## config.mk

```make
export PLATFORM = sky130hd
export DESIGN_NAME = product_accumulator
export DESIGN_NICKNAME = d
export VERILOG_FILES = /design/src/rtl/product_accumulator.sv
export SDC_FILE = /design/constraint.sdc
export NUM_CORES = 1
export LEC_CHECK = 0
export ABC_AREA = 1
export CAP_MARGIN = 20
export CORE_ASPECT_RATIO = 0.8
export CORE_UTILIZATION = 52
export DETAILED_ROUTE_END_ITERATION = 7
export HOLD_SLACK_MARGIN = 0.08
export PLACE_DENSITY_LB_ADDON = 0.05
export SETUP_SLACK_MARGIN = 0.5
export SLEW_MARGIN = 15
export SYNTH_ARGS = -nofsm -noshare
export SYNTH_HDL_FRONTEND = slang
export SYNTH_SLANG_ARGS = --single-unit
export TNS_END_PERCENT = 50
```

## constraint.sdc

```tcl
create_clock -name clk -period 2.7 [get_ports clk]
set_input_delay 0.81 -clock clk [delete_from_list [all_inputs] [get_ports clk]]
set_output_delay 0.81 -clock clk [all_outputs]
set_load 0.05 [all_outputs]
```

## src/rtl/product_accumulator.sv

```systemverilog
// Burst accumulator for multiplier products: sums up to N terms per burst and
// presents the registered sum, term count and sticky overflow with a valid/ready handshake.
module product_accumulator #(
  parameter int unsigned N     = 4,
  parameter int unsigned ACC_W = 12
) (
  input  logic             clk,
  input  logic             rst_n,
  input  logic [7:0]       in_product,
  input  logic             in_valid,
  input  logic             in_last,
  output logic             in_ready,
  output logic [ACC_W-1:0] out_sum,
  output logic [3:0]       out_count,
  output logic             out_ovf,
  output logic             out_valid,
  input  logic             out_ready
);

  localparam int unsigned PROD_W = 8;
  localparam int unsigned CNT_W  = 4;
  localparam int unsigned SUM_W  = ACC_W + 1;

  typedef enum logic {
    S_ACC  = 1'b0,
    S_HOLD = 1'b1
  } state_t;

  state_t             state_q, state_d;
  logic [ACC_W-1:0]   acc_q, acc_d;
  logic [CNT_W-1:0]   cnt_q, cnt_d;
  logic               ovf_q, ovf_d;
  logic               ready_q, ready_d;
  logic               valid_q, valid_d;

  logic               in_acc_c;
  logic               out_acc_c;
  logic               burst_end_c;
  logic [SUM_W-1:0]   sum_c;
  logic [SUM_W-1:0]   prod_ext_c;

  // Handshake qualifiers use only the registered ready/valid, so in_* never reaches out_* combinationally.
  assign in_acc_c    = in_valid & ready_q;
  assign out_acc_c   = valid_q & out_ready;
  assign prod_ext_c  = SUM_W'(in_product[PROD_W-1:0]);
  assign sum_c       = {1'b0, acc_q} + prod_ext_c;
  assign burst_end_c = in_last | (cnt_q == CNT_W'(N - 1));

  // State register; reset clears everything, discarding any partial or pending result.
  always_ff @(posedge clk or negedge rst_n) begin
    if (!rst_n) begin
      state_q <= S_ACC;
      acc_q   <= '0;
      cnt_q   <= '0;
      ovf_q   <= 1'b0;
      ready_q <= 1'b0;
      valid_q <= 1'b0;
    end else begin
      state_q <= state_d;
      acc_q   <= acc_d;
      cnt_q   <= cnt_d;
      ovf_q   <= ovf_d;
      ready_q <= ready_d;
      valid_q <= valid_d;
    end
  end

  // Next-state and datapath; ready/valid are registered decodes of the next state.
  always_comb begin
    state_d = state_q;
    acc_d   = acc_q;
    cnt_d   = cnt_q;
    ovf_d   = ovf_q;

    case (state_q)
      S_ACC: begin
        if (in_acc_c) begin
          acc_d = sum_c[ACC_W-1:0];
          cnt_d = cnt_q + CNT_W'(1);
          ovf_d = ovf_q | sum_c[ACC_W];
          if (burst_end_c) begin
            state_d = S_HOLD;
          end
        end
      end
      S_HOLD: begin
        if (out_acc_c) begin
          acc_d   = '0;
          cnt_d   = '0;
          ovf_d   = 1'b0;
          state_d = S_ACC;
        end
      end
      default: begin
        state_d = S_ACC;
      end
    endcase

    ready_d = (state_d == S_ACC);
    valid_d = (state_d == S_HOLD);
  end

  assign in_ready  = ready_q;
  assign out_valid = valid_q;
  assign out_sum   = acc_q;
  assign out_count = cnt_q;
  assign out_ovf   = ovf_q;

endmodule

```

==> results of run 1 <==
-- power breakdown --
group          internal, mW  switching (mW)  leakage (nW)  total (mW)
sequential            0.396           0.104         0.242       0.500
clock                0.0578          0.0966        0.0150       0.154
combinational         0.403           0.862         0.647        1.27
total                 0.857            1.06         0.904        1.92
-- through the flow --
stage          std cells  setup WS (ns)
2_1_floorplan        156          0.688
3_3_place_gp         211          0.232
3_5_place_dp         211          0.130
4_1_cts              215          0.368
5_1_grt              215          0.357
6_report             215          0.412
-- area by class of cell --
| type | instances | area, um^2 |
|---|---|---|
| Multi-Input combinational cell | 120 | 697 |
| Fill cell | 195 | 606 |
| Sequential cell | 19 | 475 |
| Timing Repair Buffer | 32 | 323 |
| Inverter | 15 | 56.3 |
| Tap cell | 25 | 31.3 |
| Clock buffer | 4 | 26.3 |
-- per-layer routing --
layer	vias to the layer above	routed length (um)	global-route usage (%)
met5	-	0	0
met4	0	46	8.78
met3	6	163	6.53
met2	44	1330	42.9
met1	530	1350	30.3
li1	585	-	-
-- flip-flops by register name (all words and copies together), names as in the netlist --
register / flops
out_ovf: 1
out_valid: 1
out_count: 4
out_sum: 12
in_ready: 1
-- worst paths after layout --
path	endpoint	depth (start not counted)	startpoint
worst max-delay path	out_count[3]	1	out_count[3]$_DFFE_PN0P_
worst min-delay path	out_sum[6]$_DFFE_PN0P_	2	out_sum[6]$_DFFE_PN0P_
worst max register to register	out_sum[10]$_DFFE_PN0P_	10	out_sum[0]$_DFFE_PN0P_
worst min register to register	out_sum[6]$_DFFE_PN0P_	2	out_sum[6]$_DFFE_PN0P_
max in group asynchronous	in_ready$_DFF_PN0_	2	rst_n
min in group asynchronous	out_sum[5]$_DFFE_PN0P_	2	rst_n
-- cells by family after synthesis --
family	share of synthesized area [%]
simple gates	31.8
flops	38.0
buf+inv	6.30
compound gates	13.3
fa+ha+maj	10.6
-- worst reg2reg max path: stages, from the launching register on --
cell     delay [ns]
dfrtp_1        0.41
ha_1           0.23
fa_1           0.42
nand2_2        0.11
a21oi_4        0.08
nand2_2        0.09
nand2_4        0.07
nand3_2        0.06
nand2_1        0.05
nand2_1        0.06
inv_1          0.04
-- repair_timing --
action                     CTS  global route
cloned                       0             0
resized for setup           10             7
setup endpoints to repair   20            15
-- cell usage in the layout (no fill, tap or decap), drive strengths merged --
master	count
nand2	49
a21o	2
o21ai	6
o22ai	1
nand3	13
and2	1
clkdlybuf4s50	14
a21oi	9
dlymetal6s2s	7
a22o	3
a31oi	1
dfrtp	19
a21boi	2
nor2	19
buf	1
ha	9
nand4	2
o31ai	1
fa	1
dlygate4sd2	10
nand3b	1
clkbuf	4
inv	15
==> metrics.txt, run 1 <==
status=finished, final reports clean; Post-Synthesis Cells=156; post-synthesis sequential area ratio=38.0%; Die X=56.8 um; CP Launch Type=flip-flop; Final Hold Fails=0; largest net degree at the start of global routing=20; Crit. End Element=output port; buffer levels on the longest clock path=2; Fin Setup TNS=0 ns; area of the die=2610 um^2; routed len/inst=13.4 um; Rel. slew slack=roughly 65%; syn nets=179; clock skew=0.00542 ns; ys flop type=dfrtp_1; number of iterations in the first detailed-routing pass=4; max_cap viols=0; share of cells above drive strength 1=12.1%; count of port buffers added during placement=31; final hold slack=0.517 ns; CP max stage cell=clkdlybuf4s50_1; CTS tree=done; CP max stage delay=0.81 ns; Die H=~46 um; total CTS buffers=3; Pwr per Cell Area=1190 nW/um^2; fmax=437 MHz; post-synth cell types=28; Mapped Area=roughly 1300 um^2; initial antenna violation count=0; global-route wire length before repair=4770 um; hold buffer count at CTS=0; Starting Density=56.5%; design area=1610 um^2; DR vias/cell=5.42; All-Layer GR Usage=24.7%; Synth top cells by count=44 x nand2_1, 19 x dfrtp_1, 16 x nor2_1; worst skew pair latency=0.31 ns; Syn-to-layout area delta=28.6%; gpl congestion=0.885; H-tree Lvls=1; final antenna-violating net count=0; Final period util=between 80% and 90%; IO Count=32; clk sink count=19; CP arrival=1.48 ns; critical path cell sequence=clkdlybuf4s50_1; Mean Syn Cell Area=8.02 um^2; synthesis-stage register bit count=19; Antenna Cells=0; RSZ-0062 raised after global routing=yes; area leader, netlist=dfrtp_1; most common cell in the netlist=nand2_1; crit path kind=flip-flop to output port; CP Data Required Time=1.89 ns; core area=2210 um^2; crit-path max FO=2; r2r setup slk=1.00 ns; grt total ovfl=0; Setup Fix Bufs, Post-CTS=0; hpwl dp=2140 um; Finished Core Util=between 70% and 80%; final net count=214; number of remaining DRC errors=0; clock root cell=clkbuf_4; CP bufs+invs=1; final WL=2890 um; Worst Tran Pin Value=0.523 ns; min Tclk post-route=approximately 2.3 ns; vias in the first global route=1102; number of enable flip-flop cells after synthesis=0; Max VDD drop=between 0.0006 and 0.0007 V; most area-consuming cells after synthesis=dfrtp_1 38%, nand2_1 13%, ha_1 9.0%, nor2_1 4.8%, nand3_1 3.6%; Synth top area share=38.0%; Setup-failing EPs final=0; Crit path max-delay family=buffers and inverters; Via Count=1165; Final Slew Violations=0; Power Total=around 1.9 mW; 1st-iter DRT viols=28; Ys Warns=0; row count=15; ys async rst share=100%; dpl cell area=between 1500 and 2000 um^2; HP Class=flip-flop to flip-flop; clk slew on worst S/H paths=0.11 ns; P_leak=0.904 nW
(Power assumes the default switching activity.)
==> inputs of run 2 (changes only) <==
--- a/config.mk
+++ b/config.mk
@@ -8,7 +8,7 @@
 export ABC_AREA = 1
 export CAP_MARGIN = 20
 export CORE_ASPECT_RATIO = 0.8
-export CORE_UTILIZATION = 52
+export CORE_UTILIZATION = 48
 export DETAILED_ROUTE_END_ITERATION = 7
 export HOLD_SLACK_MARGIN = 0.08
 export PLACE_DENSITY_LB_ADDON = 0.05
==> constraint.sdc (replaced) <==
create_clock -name clk -period 2.22 [get_ports clk]
set_input_delay 0.666 -clock clk [delete_from_list [all_inputs] [get_ports clk]]
set_output_delay 0.666 -clock clk [all_outputs]
set_load 0.05 [all_outputs]
==> metrics.txt, run 2 (synthesis gave the netlist of run 1 again) <==
fin cells=231; clock skew=0.0141 ns; Starting Density=50.8%; 1st-iter DRT viols=33; number of iterations in the first detailed-routing pass=4; total CTS buffers=3; buffer levels on the longest clock path=2; Final Hold Fails=0; final antenna-violating net count=0; crit-path max FO=4; placed cells=approximately 230; crit path kind=flip-flop to output port; hold path depth=2; min Tclk post-route=1.78 ns; DR vias/cell=between 5 and 6; Max VDD drop=0.000797 V; number of remaining DRC errors=0; Rel. slew slack=71.7%; P_leak=0.905 nW; commonest non-fill, non-tap cell in the layout=nand2_1; hpwl dp=around 2100 um; Crit. End Element=output port; Final Slew Violations=0; filler instances=207; clk sink count=19; CP arrival=1.12 ns; hold buffer count at CTS=0; H-tree Lvls=1; global-route wire length before repair=4440 um; share of cells above drive strength 1=34.4%; Crit Reg-Reg Endpoint=out_sum[10]$_DFFE_PN0P_; clk slew on worst S/H paths=0.12 ns; area of the die=2820 um^2; CP Launch Type=flip-flop; row count=16; RR Startpoint=out_sum[0]$_DFFE_PN0P_; CP Data Required Time=1.55 ns; clock root cell=clkbuf_4; RSZ-0062 raised after global routing=yes; cells on worst reg2reg path=10; CTS tree=done; Via Count=1185; Die X=slightly below 60 um; Crit path max-delay family=flip-flops; fmax=561 MHz; Pwr per Cell Area=1460 nW/um^2; routed len/inst=12.2 um; status=finished, final reports clean; r2r setup slk=0.59 ns; CP max stage delay=0.42 ns; worst hold start=out_ovf$_DFFE_PN0P_; number of flip-flops in the largest register=12; register area=477 um^2; vias in the first global route=1028; Setup-failing EPs final=0; worst skew pair latency=0.30 ns; max_cap viols=0; final net count=about 220; most frequent cells in the layout=41 x nand2_1, 18 x dfrtp_1, 15 x nor2_1; Antenna Cells=0; count of port buffers added during placement=31; Final period util=80.2%; area of the multi-input gates=840 um^2; final hold slack=~0.53 ns; All-Layer GR Usage=21.8%; final WL=2820 um; gpl congestion=0.779; CP bufs+invs=1; CP max stage cell=dfrtp_1; HP Class=flip-flop to flip-flop; IO Count=32; Worst Tran Pin Value=0.423 ns; initial antenna violation count=0; Die H=~48 um; grt total ovfl=0; Syn-to-layout area delta=39.6%; core area=about 2500 um^2; critical path cell sequence=clkdlybuf4s15_2; largest net degree at the start of global routing=15; Hold Path Sink=out_ovf$_DFFE_PN0P_
[run 2: worst max path at each step]
stage | startpoint | endpoint | slack, ns | depth (start not counted)
floorplan | in_product[0] | out_sum[10]$_DFFE_PN0P_ | 0.44 | 10
global placement | in_product[0] | out_sum[10]$_DFFE_PN0P_ | -0.08 | 11
detailed placement | in_product[0] | out_sum[10]$_DFFE_PN0P_ | -0.12 | 11
CTS | in_product[4] | out_sum[9]$_DFFE_PN0P_ | 0.39 | 10
global route | out_count[1]$_DFFE_PN0P_ | out_count[1] | 0.37 | 1
finish | out_count[1]$_DFFE_PN0P_ | out_count[1] | 0.44 | 1
[run 2: area by class of cell]
type	instances	share of cell area [%]
Multi-Input combinational cell	120	48.1
Inverter	15	3.22
Clock buffer	3	1.29
Clock inverter	1	0.287
Sequential cell	19	27.3
Tap cell	36	2.58
Timing Repair Buffer	37	17.3
[run 2: routing by layer]
layer  up-vias  GRT usage, %  routed length, um
met5         -             0                  0
met4         0          4.29                  0
met3         0          6.49                140
met2        35          38.4               1350
met1       560          27.1               1330
li1        590             -                  -
[run 2: repair_timing]
| item | in CTS | in global routing |
|---|---|---|
| buffers inserted | 0 | 1 |
| gates resized for setup | 62 | 19 |
| pin swaps | 1 | 10 |
| cloned | 0 | 0 |
| endpoints found under the setup margin | 23 | 17 |
[run 2: power breakdown]
part | switching (mW) | internal, mW | leakage (nW) | total [mW]
Clock | 0.113 | 0.0672 | 0.0177 | 0.180
Sequential | 0.165 | 0.483 | 0.241 | 0.648
Combinational | 1.11 | 0.611 | 0.647 | 1.72
Total | 1.38 | 1.16 | 0.905 | 2.54
[run 2: per-stage QoR]
stage	total power [mW]	worst slack [ns]	TNS [ns]	area (um^2)	utilization [%]
floorplan	1.79	0.444	0	1270	-
global placement	2.21	-0.0821	-0.245	1620	65.9
detailed placement	2.25	-0.118	-0.472	1620	65.9
CTS	2.46	0.393	0	1670	67.7
global route	2.74	0.373	0	1750	70.9
finish	2.54	0.439	0	1750	70.9
==> inputs of run 3 (changes only) <==
==> constraint.sdc (replaced) <==
create_clock -name clk -period 1.7 [get_ports clk]
set_input_delay 0.51 -clock clk [delete_from_list [all_inputs] [get_ports clk]]
set_output_delay 0.51 -clock clk [all_outputs]
set_load 0.05 [all_outputs]
==> metrics.txt, run 3 (synthesis gave the netlist of run 1 again) <==
Final period util=96.4%; Finished Core Util=90.4%; crit path kind=primary input to flip-flop; P_leak=1.03 nW; hpwl dp=2490 um; clk sink count=19; CTS tree=done; area of the die=2820 um^2; row count=16; All-Layer GR Usage=approximately 26%; final net count=236; Pwr per Cell Area=slightly above 2000 nW/um^2; Worst Tran Pin Value=around 0.34 ns; RSZ-0062 raised after global routing=yes; Crit. End Element=flip-flop; Antenna Cells=0; Rel. slew slack=77.5%; placed cells=roughly 230; vias in the first global route=1254; global-route wire length before repair=5290 um; cells on worst reg2reg path=10; largest net degree at the start of global routing=20; Place WS=-0.456 ns; final WL=4190 um; worst skew pair latency=0.32 ns; share of cells above drive strength 1=50.0%; number of flip-flops in the largest register=12; fmax=610 MHz; status=finished, final reports clean; Power Total=4.52 mW; routed len/inst=about 17 um; 1st-iter DRT viols=74; core area=2460 um^2; IO Count=32; clock root cell=clkbuf_4; buffer levels on the longest clock path=2; Final Hold Fails=0; HP Class=primary input to asynchronous set/reset pin; most frequent cells in the layout=34 x nand2_1, 20 x buf_4, 19 x buf_12; register area=485 um^2; total CTS buffers=3; commonest non-fill, non-tap cell in the layout=nand2_1; CP arrival=1.88 ns; grt total ovfl=0; DR vias/cell=5.74; filler instances=100; min Tclk post-route=~1.6 ns; count of port buffers added during placement=31; crit-path max FO=5; gpl congestion=0.831; fin cells=248; RR Startpoint=out_sum[0]$_DFFE_PN0P_; area of the multi-input gates=936 um^2; final antenna-violating net count=0; number of iterations in the first detailed-routing pass=5; Starting Density=around half; CP Launch Type=primary input; clk slew on worst S/H paths=0.13 ns; r2r setup slk=0.07 ns; Via Count=1423; Final Slew Violations=0; Setup crit start=in_product[0]; initial antenna violation count=0; Setup-failing EPs final=0; Syn-to-layout area delta=77.9%; CP Data Required Time=1.94 ns; number of remaining DRC errors=0; H-tree Lvls=1; Max VDD drop=0.00141 V; final hold slack=approximately 0.5 ns; Worst Setup Slack, final=between 0.06 and 0.07 ns; Die X=59.1 um; Die H=47.7 um; max_cap viols=0; clock skew=roughly 0.019 ns
run 3: critical path, stage by stage:
cell,delay (ns)
clkdlybuf4s15_1,0.22
ha_4,0.19
fa_2,0.36
nand2_2,0.13
a21oi_4,0.08
nand2_2,0.10
nand2_4,0.07
nand3_2,0.05
nand2_1,0.05
nand2_1,0.06
inv_1,0.04
run 3: where the power goes:
part	internal (mW)	switching, mW	leakage [nW]
Sequential	0.645	0.302	0.232
Clock	0.0882	0.166	0.0177
Combinational	1.56	1.76	0.779
run 3: metal layers:
metal  up-vias  routed length, um  GRT usage (%)
li1        633                  -              -
met1       690               1610           28.9
met2        78               2150           48.0
met3        22                261           7.30
met4         0                178           11.0
met5         -                  0              0
run 3: through the flow:
| stage | cell area (um^2) | TNS [ns] |
|---|---|---|
| 2_1_floorplan | 1330 | 0 |
| 3_3_place_gp | 1950 | -3.77 |
| 3_5_place_dp | 1950 | -4.22 |
| 4_1_cts | 2080 | 0 |
| 5_1_grt | 2230 | -0.000147 |
| 6_report | 2230 | 0 |
run 3: area by class of cell:
class,count,share of cell area [%]
well taps,36,2.02
repair buffers,54,30.4
flip-flops and latches,19,21.8
clock inverters,1,0.225
inverters,15,2.53
clock buffers,3,1.01
multi-input cells,120,42.0
run 3: what timing repair did:
item / 4_1_cts / 5_1_grt
setup endpoints to repair: 36 / 38
setup buffers: 5 / 5
gates resized for setup: 25 / 24
hold buffers: 0 / 0
pin swaps: 20 / 17
hold endpoints to repair: 0 / 0
cloned: 0 / 0
run 3: worst paths after layout:
| kind | endpoint |
|---|---|
| setup / recovery | out_sum[10]$_DFFE_PN0P_ |
| hold / removal | out_sum[6]$_DFFE_PN0P_ |
| setup reg to reg | out_sum[10]$_DFFE_PN0P_ |
| hold reg to reg | out_sum[7]$_DFFE_PN0P_ |
| max in group asynchronous | out_sum[0]$_DFFE_PN0P_ |
| min in group clk | out_sum[7]$_DFFE_PN0P_ |
